`config.mk`:
```
export PLATFORM = sky130hd
export DESIGN_NAME = rr4x4_seq_mul
export DESIGN_NICKNAME = d
export VERILOG_FILES = /design/src/rtl/rr_mul_pkg.sv /design/src/rtl/exact_nr_3x3.sv /design/src/rtl/rr4x4_seq_mul.sv
export SDC_FILE = /design/constraint.sdc
export NUM_CORES = 1
export LEC_CHECK = 0
export ABC_AREA = 0
export ABC_CLOCK_PERIOD_IN_PS = 4700
export BUFFER_PORTS_ARGS = -buffer_cell sky130_fd_sc_hd__clkbuf_2
export CAP_MARGIN = 10
export CORE_MARGIN = 8
export CORE_UTILIZATION = 35
export DETAILED_ROUTE_END_ITERATION = 16
export PLACE_DENSITY = 0.57
export SLEW_MARGIN = 10
export SYNTH_ARGS = -nofsm -noshare
export SYNTH_HDL_FRONTEND = slang
export SYNTH_HIERARCHICAL = 1
export SYNTH_SLANG_ARGS = --single-unit
```
`constraint.sdc`:
```
create_clock -name clk -period 4.7 [get_ports clk]
set_input_delay 0.235 -clock clk [delete_from_list [all_inputs] [get_ports clk]]
set_output_delay 0.235 -clock clk [all_outputs]
set_load 0.005 [all_outputs]
```
`src/rtl/rr_mul_pkg.sv`:
```
// rtl/rr_mul_pkg.sv - shared types and constants for the recursive 4x4 sequential multiplier
package rr_mul_pkg;

   localparam int W  = 4;
   localparam int WH = 3;
   localparam int WL = 1;

   typedef enum logic [1:0] {
      IDLE = 2'd0,
      CALC = 2'd1,
      DONE = 2'd2
   } state_t;

   // Left shift applied to each sub-product: AL*BL, AH*BL, AL*BH, AH*BH.
   localparam logic [1:0] STEP_SHIFT [4] = '{2'd0, 2'd1, 2'd1, 2'd2};

endpackage

```
`src/rtl/exact_nr_3x3.sv`:
```
// rtl/exact_nr_3x3.sv - combinational exact 3x3 unsigned multiplier
module exact_nr_3x3 (
   input  logic [2:0] a,
   input  logic [2:0] b,
   output logic [5:0] p
);

   logic [5:0] pp0;
   logic [5:0] pp1;
   logic [5:0] pp2;

   always_comb begin
      pp0 = {3'b000, a}       & {6{b[0]}};
      pp1 = {2'b00, a, 1'b0}  & {6{b[1]}};
      pp2 = {1'b0, a, 2'b00}  & {6{b[2]}};
      p   = pp0 + pp1 + pp2;
   end

endmodule

```
`src/rtl/rr4x4_seq_mul.sv`:
```
// rtl/rr4x4_seq_mul.sv - 4x4 multiplier built from four time-multiplexed 3x3 sub-products
module rr4x4_seq_mul
   import rr_mul_pkg::*;
(
   input  logic         clk,
   input  logic         rst,
   input  logic         in_valid,
   output logic         in_ready,
   input  logic [W-1:0] in_a,
   input  logic [W-1:0] in_b,
   output logic         out_valid,
   input  logic         out_ready,
   output logic [7:0]   out_p,
   output logic         busy,
   output logic [7:0]   op_count
);

   state_t          state_q, state_d;
   logic [1:0]      step_q, step_d;
   logic [7:0]      acc_q, acc_d;
   logic [W-1:0]    a_q, a_d;
   logic [W-1:0]    b_q, b_d;
   logic [7:0]      cnt_q, cnt_d;

   logic [WH-1:0]   a_hi, a_lo, b_hi, b_lo;
   logic [WH-1:0]   sub_a, sub_b;
   logic [2*WH-1:0] sub_p;
   logic [7:0]      addend;

   // Low halves are single bits, zero-extended to the sub-multiplier width.
   assign a_hi = a_q[W-1:WL];
   assign b_hi = b_q[W-1:WL];
   assign a_lo = {{(WH-WL){1'b0}}, a_q[WL-1:0]};
   assign b_lo = {{(WH-WL){1'b0}}, b_q[WL-1:0]};

   always_comb begin
      sub_a = a_lo;
      sub_b = b_lo;
      unique case (step_q)
         2'd0: begin sub_a = a_lo; sub_b = b_lo; end
         2'd1: begin sub_a = a_hi; sub_b = b_lo; end
         2'd2: begin sub_a = a_lo; sub_b = b_hi; end
         2'd3: begin sub_a = a_hi; sub_b = b_hi; end
         default: ;
      endcase
   end

   exact_nr_3x3 u_sub_mul (
      .a (sub_a),
      .b (sub_b),
      .p (sub_p)
   );

   assign addend = {2'b00, sub_p} << STEP_SHIFT[step_q];

   always_ff @(posedge clk or posedge rst) begin
      if (rst) begin
         state_q <= IDLE;
         step_q  <= 2'd0;
         acc_q   <= 8'd0;
         a_q     <= '0;
         b_q     <= '0;
         cnt_q   <= 8'd0;
      end else begin
         state_q <= state_d;
         step_q  <= step_d;
         acc_q   <= acc_d;
         a_q     <= a_d;
         b_q     <= b_d;
         cnt_q   <= cnt_d;
      end
   end

   always_comb begin
      state_d = state_q;
      step_d  = step_q;
      acc_d   = acc_q;
      a_d     = a_q;
      b_d     = b_q;
      cnt_d   = cnt_q;
      unique case (state_q)
         IDLE: begin
            if (in_valid) begin
               a_d     = in_a;
               b_d     = in_b;
               acc_d   = 8'd0;
               step_d  = 2'd0;
               state_d = CALC;
            end
         end
         CALC: begin
            acc_d  = acc_q + addend;
            step_d = step_q + 2'd1;
            if (step_q == 2'd3) begin
               state_d = DONE;
            end
         end
         DONE: begin
            if (out_ready) begin
               cnt_d   = cnt_q + 8'd1;
               state_d = IDLE;
            end
         end
         default: begin
            state_d = IDLE;
         end
      endcase
   end

   always_comb begin
      in_ready  = (state_q == IDLE);
      out_valid = (state_q == DONE);
      busy      = (state_q == CALC) || (state_q == DONE);
      out_p     = acc_q;
      op_count  = cnt_q;
   end

endmodule

```
==> results.toml, run 1 <==
[clock_network]
clkLatencyLatePin_ns = 0.28
cts_buffers = 3
clock-sinks = 28
root_buffer = "clkbuf_8"
path_clk_slew_ns = 0.10
clock_path_buffers = 2
cts_tree = "done"
htree_levels = 1

[detailed_routing]
post-route-drc-count = 0
totalWireLength_um = 4260
ant_nets = 0
drt_iter0_drc = 48
drt_pass1_iterations = 4
vias_per_cell = 4.94
wire_per_inst_um = 13.7
vias = 1535

[place]
place_ws_ns = 0.0773
dp.cells = 304
dp_hpwl_um = 3270
port_buffers = 30
place.gp.congestion = 0.793

[timing]
clock_skew_ns = 0.00156
rsz0062_at_grt = "false"
finalCritPeriodShare_pct = 94.4
tns_ns = 0
timing.fmax_ghz = 0.225
drv_slew = 0
worst_slew_pin_slew_ns = 0.655
max_slew_margin_pct = 56.4
final_hold_viol_count = 0
setup_viol = 0
worst_slack_ns = 0.261
period_minus_slack_ns = 4.44

[final_layout]
n_fill_cell = 586
diodes = 0
layout_commonest_cell = "clkbuf_2"
nNetsFinal = 274
area_growth_pct = 17.4
drive_gt1_share_pct = 26.4
final_cell_mix = "clkbuf_2 (30), dfrtp_1 (28), ha_1 (18)"
stdcell_count = 311

[logic_synthesis]
synth.distinct_cells = 41
synthSimpleGateAreaFrac_pct = 16.5
synthAdderAreaFrac_pct = 14.8
synth_enable_flop_cells = 0
synthXorXnorAreaFrac_pct = 5.67
synth_top_family_by_area = "simple AND/OR/NAND/NOR gates"
ys_ff_latch = 28
syn_area_um2 = 2010
synth_ff_type = "dfrtp_1"
ys_seq_area_share_pct = 34.9
synth.area.mux_share_pct = 11.8
avgSynthCellArea_um2 = 9.75
synth-warning-count = 6
synth_cells = 206
syn_nets = 240
async_flop_share_pct = 100
synth_compound_area_share_pct = 12.3

[setup_path]
critical-path-top-delay-family = "adder cells"
end_kind = "flip-flop"
cp_cell_sequence = "ha_2 -> nor2_2 -> mux2_2 -> and2_1 -> fa_1 -> ha_1 -> inv_1 -> fa_2 -> xnor2_2 -> nor2b_2 -> a211oi_2 -> a21oi_1 -> ha_1 -> nand3_1 -> nor3_2 -> o311ai_1 -> or3b_1 -> o211a_1"
max_stage_delay_ns = 0.54
cp_slowest_cell = "fa_1"
rr_worst_depth = 18
crit_top_cell = "ha_1"
crit_cells = 18
crit_path_start_kind = "flip-flop"
arrival_ns = 4.62
cp.required_ns = 4.88
critPathKind = "flip-flop to flip-flop"
cp_num_buf_inv = 1
path_max_fanout = 5

[grt]
grt_usage_pct = 10.4
overflow = 0
grt_max_degree = 29
grt_pass1_wl_um = 7310
grt_pass1_vias = 1558
antenna_found_initial = 0

[floorplanning]
start_util_pct = 36.3
die_height_um = 91.8
ios = 31
rows = 27
die_area_um2 = 8420
die_w_um = 91.8
coreArea_um2 = 5540

[power]
power.share.switching_pct = 41.3
comb_power_share_pct = 56.5
p_int_w = 0.000815
seqPwrFrac_pct = 29.3
power_density_nw_per_um2 = 588
netSwitchingPower_w = 0.000573
leakage_nw = 1.15
p_clk_share_pct = 14.2
peakVddDrop_mv = 0.312

[outcome]
status = "complete, no violations"

[min_path]
hold_path_class = "primary input to flip-flop"
holdPathStages = 2

[run]
drv_cap = 0
[power by group through the flow]
stage	registers (W)	logic, W	clock network, W
6_report	0.000406	0.000784	0.000198
3_5_place_dp	0.000413	0.000764	0
4_1_cts	0.000408	0.000770	0.000203
5_1_grt	0.000422	0.000888	0.000211
2_1_floorplan	0.000396	0.000590	0
3_3_place_gp	0.000411	0.000757	0
[metrics by stage]
step	hold slack, ns	power (W)	utilization, %	instance area (um2)
floorplan	0.300	0.000986	-	2010
global placement	0.310	0.00117	40.3	2230
detailed placement	0.313	0.00118	40.3	2230
CTS	0.169	0.00138	41.8	2310
global route	0.165	0.00152	42.6	2360
finish	0.175	0.00139	42.6	2360
[sequential cells by signal, summed over array words and instances (netlist names)]
register and cells:
b_q 4, state_q 2, out_p 8, a_q 4
op_count 8, step_q 2
[per-layer routing]
metal,up-vias,wire [um],track usage [%],share of wire [%]
met5,-,0,0,0
met4,0,66,4.03,1.5
met3,5,164,2.44,3.8
met2,27,1940,17.0,45
met1,713,2090,13.1,49
li1,790,-,-,-
[cells in the mapped netlist (2+ instances only)]
master,n,share of area [%]
a21oi_1,11,2.7
a32oi_1,2,0.87
and2_1,10,3.1
clkbuf_1,3,0.56
dfrtp_1,28,35
fa_1,3,3.0
ha_1,19,12
inv_1,13,2.4
mux2_2,14,7.8
mux2i_1,8,4.0
nand2_1,16,3.0
nand3_1,9,2.2
nor2_1,11,2.1
nor2b_1,6,1.9
nor3_1,2,0.50
nor3b_1,2,0.75
nor4b_1,2,0.87
o21ai_0,11,2.7
o21bai_1,3,1.1
xnor2_1,9,3.9
xor2_1,4,1.7
[what timing repair did]
item	4_1_cts	5_1_grt
gates resized for setup	0	8
buffers inserted	0	2
hold buffers	1	0
hold endpoints to repair	28	0
endpoints found under the setup margin	0	1
[worst register-to-register path, stage by stage, from the launching register on]
cell	delay (ns)
dfrtp_1	0.43
ha_2	0.22
nor2_2	0.13
mux2_2	0.35
and2_1	0.18
fa_1	0.54
ha_1	0.16
inv_1	0.05
fa_2	0.35
xnor2_2	0.15
nor2b_2	0.17
a211oi_2	0.19
a21oi_1	0.08
ha_1	0.39
nand3_1	0.11
nor3_2	0.06
o311ai_1	0.27
or3b_1	0.37
o211a_1	0.13
[cell families (layout without fill, tap and decap cells)]
family,Yosys count,count (layout)
adders and majority gates,22,22
DFF,28,28
and+or+nand+nor,64,64
xor gates and xnor gates,13,13
AOI/OAI and AO/OA,38,38
muxes,22,22
buffers and inverters,19,52
[final cells by class]
cell class / instances / area (um2) / share of cell area [%]
multi-input combinational: 159 / 1260 / 53.3
sequential: 28 / 701 / 29.7
timing repair buffer: 35 / 190 / 8.06
tap: 72 / 90.1 / 3.82
inverter: 13 / 48.8 / 2.07
clock buffer: 3 / 41.3 / 1.75
clock inverter: 1 / 30.0 / 1.27
[worst paths after layout]
path	slack, ns	startpoint	end
worst max-delay path	0.26	step_q[0]$_DFFE_PP0P_	out_p[7]$_DFFE_PP0P_
max in group asynchronous	3.88	rst	out_p[5]$_DFFE_PP0P_
min in group asynchronous	0.54	rst	op_count[7]$_DFFE_PP0P_
worst max register to register	0.26	step_q[0]$_DFFE_PP0P_	out_p[7]$_DFFE_PP0P_
worst min-delay path	0.17	in_a[0]	a_q[0]$_DFFE_PP0P_
worst min register to register	0.47	op_count[7]$_DFFE_PP0P_	op_count[7]$_DFFE_PP0P_
(Power assumes the default switching activity.)
==> run 2, diff against run 1 <==
CORE_ASPECT_RATIO = 1.2   (was not set)
==> run 2 against run 1 <==
Effect of this change: first-iteration DRC count is 4.2% higher; clock-buffer cell count unchanged; highest routed layer unchanged; sequential share of layout area hardly changed; cell count down 2.9%; die area grew 0.12%.
==> results.toml, run 2 (synthesized netlist as in run 1, its figures left out) <==
[detailed_routing]
vias = 1574
drt_pass1_iterations = 4
totalWireLength_um = 4360
post-route-drc-count = 0
wire_per_inst_um = 14.4
vias_per_cell = 5.21
ant_nets = 0
drt_iter0_drc = 50

[floorplanning]
die_w_um = 85.2
start_util_pct = 35.9
coreArea_um2 = 5590
die_height_um = 99
ios = 31
die_area_um2 = 8430
rows = 30

[timing]
drv_slew = 0
worst_slew_pin_slew_ns = 0.672
finalCritPeriodShare_pct = 94.7
setup_viol = 0
rsz0062_at_grt = "false"
clock_skew_ns = 0.0131
max_slew_margin_pct = 55.2
tns_ns = 0
final_hold_viol_count = 0
period_minus_slack_ns = 4.45
timing.fmax_ghz = 0.225

[clock_network]
path_clk_slew_ns = 0.11
htree_levels = 1
cts_tree = "done"
clock_path_buffers = 2
root_buffer = "clkbuf_8"
clkLatencyLatePin_ns = 0.28
cts_buffers = 3
clock-sinks = 28

[power]
finalPower_w = 0.00140
leakage_nw = 1.15
power_density_nw_per_um2 = 592
peakVddDrop_mv = 0.306

[grt]
grt_max_degree = 29
grt.busiest_layer = "met2"
grt_usage_pct = 11.0
met1_usage_pct = 12.2
antenna_found_initial = 0
use_met2_pct = 19.6
gr-usage-met3_pct = 2.00
overflow = 0
grt_pass1_vias = 1715
grt_pass1_wl_um = 7650

[setup_path]
arrival_ns = 4.64
cp_cell_sequence = "ha_2 -> nor2_2 -> mux2_2 -> and2_1 -> fa_1 -> ha_1 -> inv_1 -> fa_2 -> inv_1 -> mux2i_1 -> o21ai_0 -> ha_1 -> and2_1 -> o311ai_1 -> or3b_1 -> o211a_1"
end_kind = "flip-flop"
cp.required_ns = 4.89
path_max_fanout = 7
cp_slowest_cell = "fa_1"
critPathKind = "flip-flop to flip-flop"
max_stage_delay_ns = 0.54
crit_path_start_kind = "flip-flop"

[final_layout]
stdcell_count = 302
nNetsFinal = 273
layout_commonest_cell = "clkbuf_2"
area_growth_pct = 17.6
final_cell_mix = "clkbuf_2 (30), dfrtp_1 (28), ha_1 (17)"
diodes = 0
drive_gt1_share_pct = 27.7

[place]
port_buffers = 30
dp_hpwl_um = 3340
place.gp.congestion = 0.746
dp.cells = 296

[outcome]
status = "complete, no violations"

[run]
drv_cap = 0

[min_path]
hold_path_class = "primary input to flip-flop"
==> run 2: cell count changes in the layout (fill, tap and decap cells not counted), sizes merged <==
| cell | delta |
|---|---|
| buf | -1 |
==> run 2: routing by layer <==
layer	vias to the layer above	routed length [um]
met1	757	1940
met5	-	0
li1	786	-
met3	9	113
met4	0	103
met2	22	2210
==> run 2: report_power, final <==
group | switching, W | internal [W]
sequential | 0.0000744 | 0.000332
clock | 0.0000815 | 0.000114
combinational | 0.000427 | 0.000370
==> run 2: worst max-delay path, delay by kind of cell, from the launching register on <==
kind	cells	cell delay, ns
AOI/OAI and AO/OA	3	0.54
DFF	1	0.43
adders and majority gates	5	1.83
muxes	2	0.56
buffers and inverters	2	0.11
and+or+nand+nor	4	0.90
==> run 2: path summary, 6_finish.rpt <==
kind | depth (start not counted) | from | slack (ns) | to
setup / recovery | 16 | step_q[0]$_DFFE_PP0P_ | 0.25 | out_p[7]$_DFFE_PP0P_
setup reg to reg | 16 | step_q[0]$_DFFE_PP0P_ | 0.25 | out_p[7]$_DFFE_PP0P_
min in group asynchronous | 4 | rst | 0.55 | out_p[4]$_DFFE_PP0P_
max in group asynchronous | 4 | rst | 3.87 | step_q[1]$_DFFE_PP0P_
hold / removal | 2 | in_a[3] | 0.19 | a_q[3]$_DFFE_PP0P_
hold reg to reg | 1 | op_count[7]$_DFFE_PP0P_ | 0.48 | op_count[7]$_DFFE_PP0P_
==> run 2: repair_timing <==
item                                    CTS  global route
hold buffers                              1             0
endpoints found under the setup margin    0             1
setup buffers                             0             1
resized for setup                         0            13
endpoints found under the hold margin    12             0
==> run 2: layout make-up <==
cell class	instances	area, um2
multi-input cells	159	1280
inverters	13	48.8
well taps	64	80.1
clock buffers	3	41.3
clock inverters	1	30.0
flip-flops and latches	28	701
repair buffers	34	183
fillers	547	3230
==> run 2: metrics by stage <==
stage | util (%) | setup slack, ns | hold WS, ns | instance area [um2]
floorplan | - | 0.119 | 0.300 | 2010
global placement | 39.8 | 0.218 | 0.309 | 2220
detailed placement | 39.8 | 0.105 | 0.313 | 2220
CTS | 41.2 | 0.0775 | 0.182 | 2300
global route | 42.2 | 0.00513 | 0.180 | 2360
finish | 42.2 | 0.251 | 0.186 | 2360
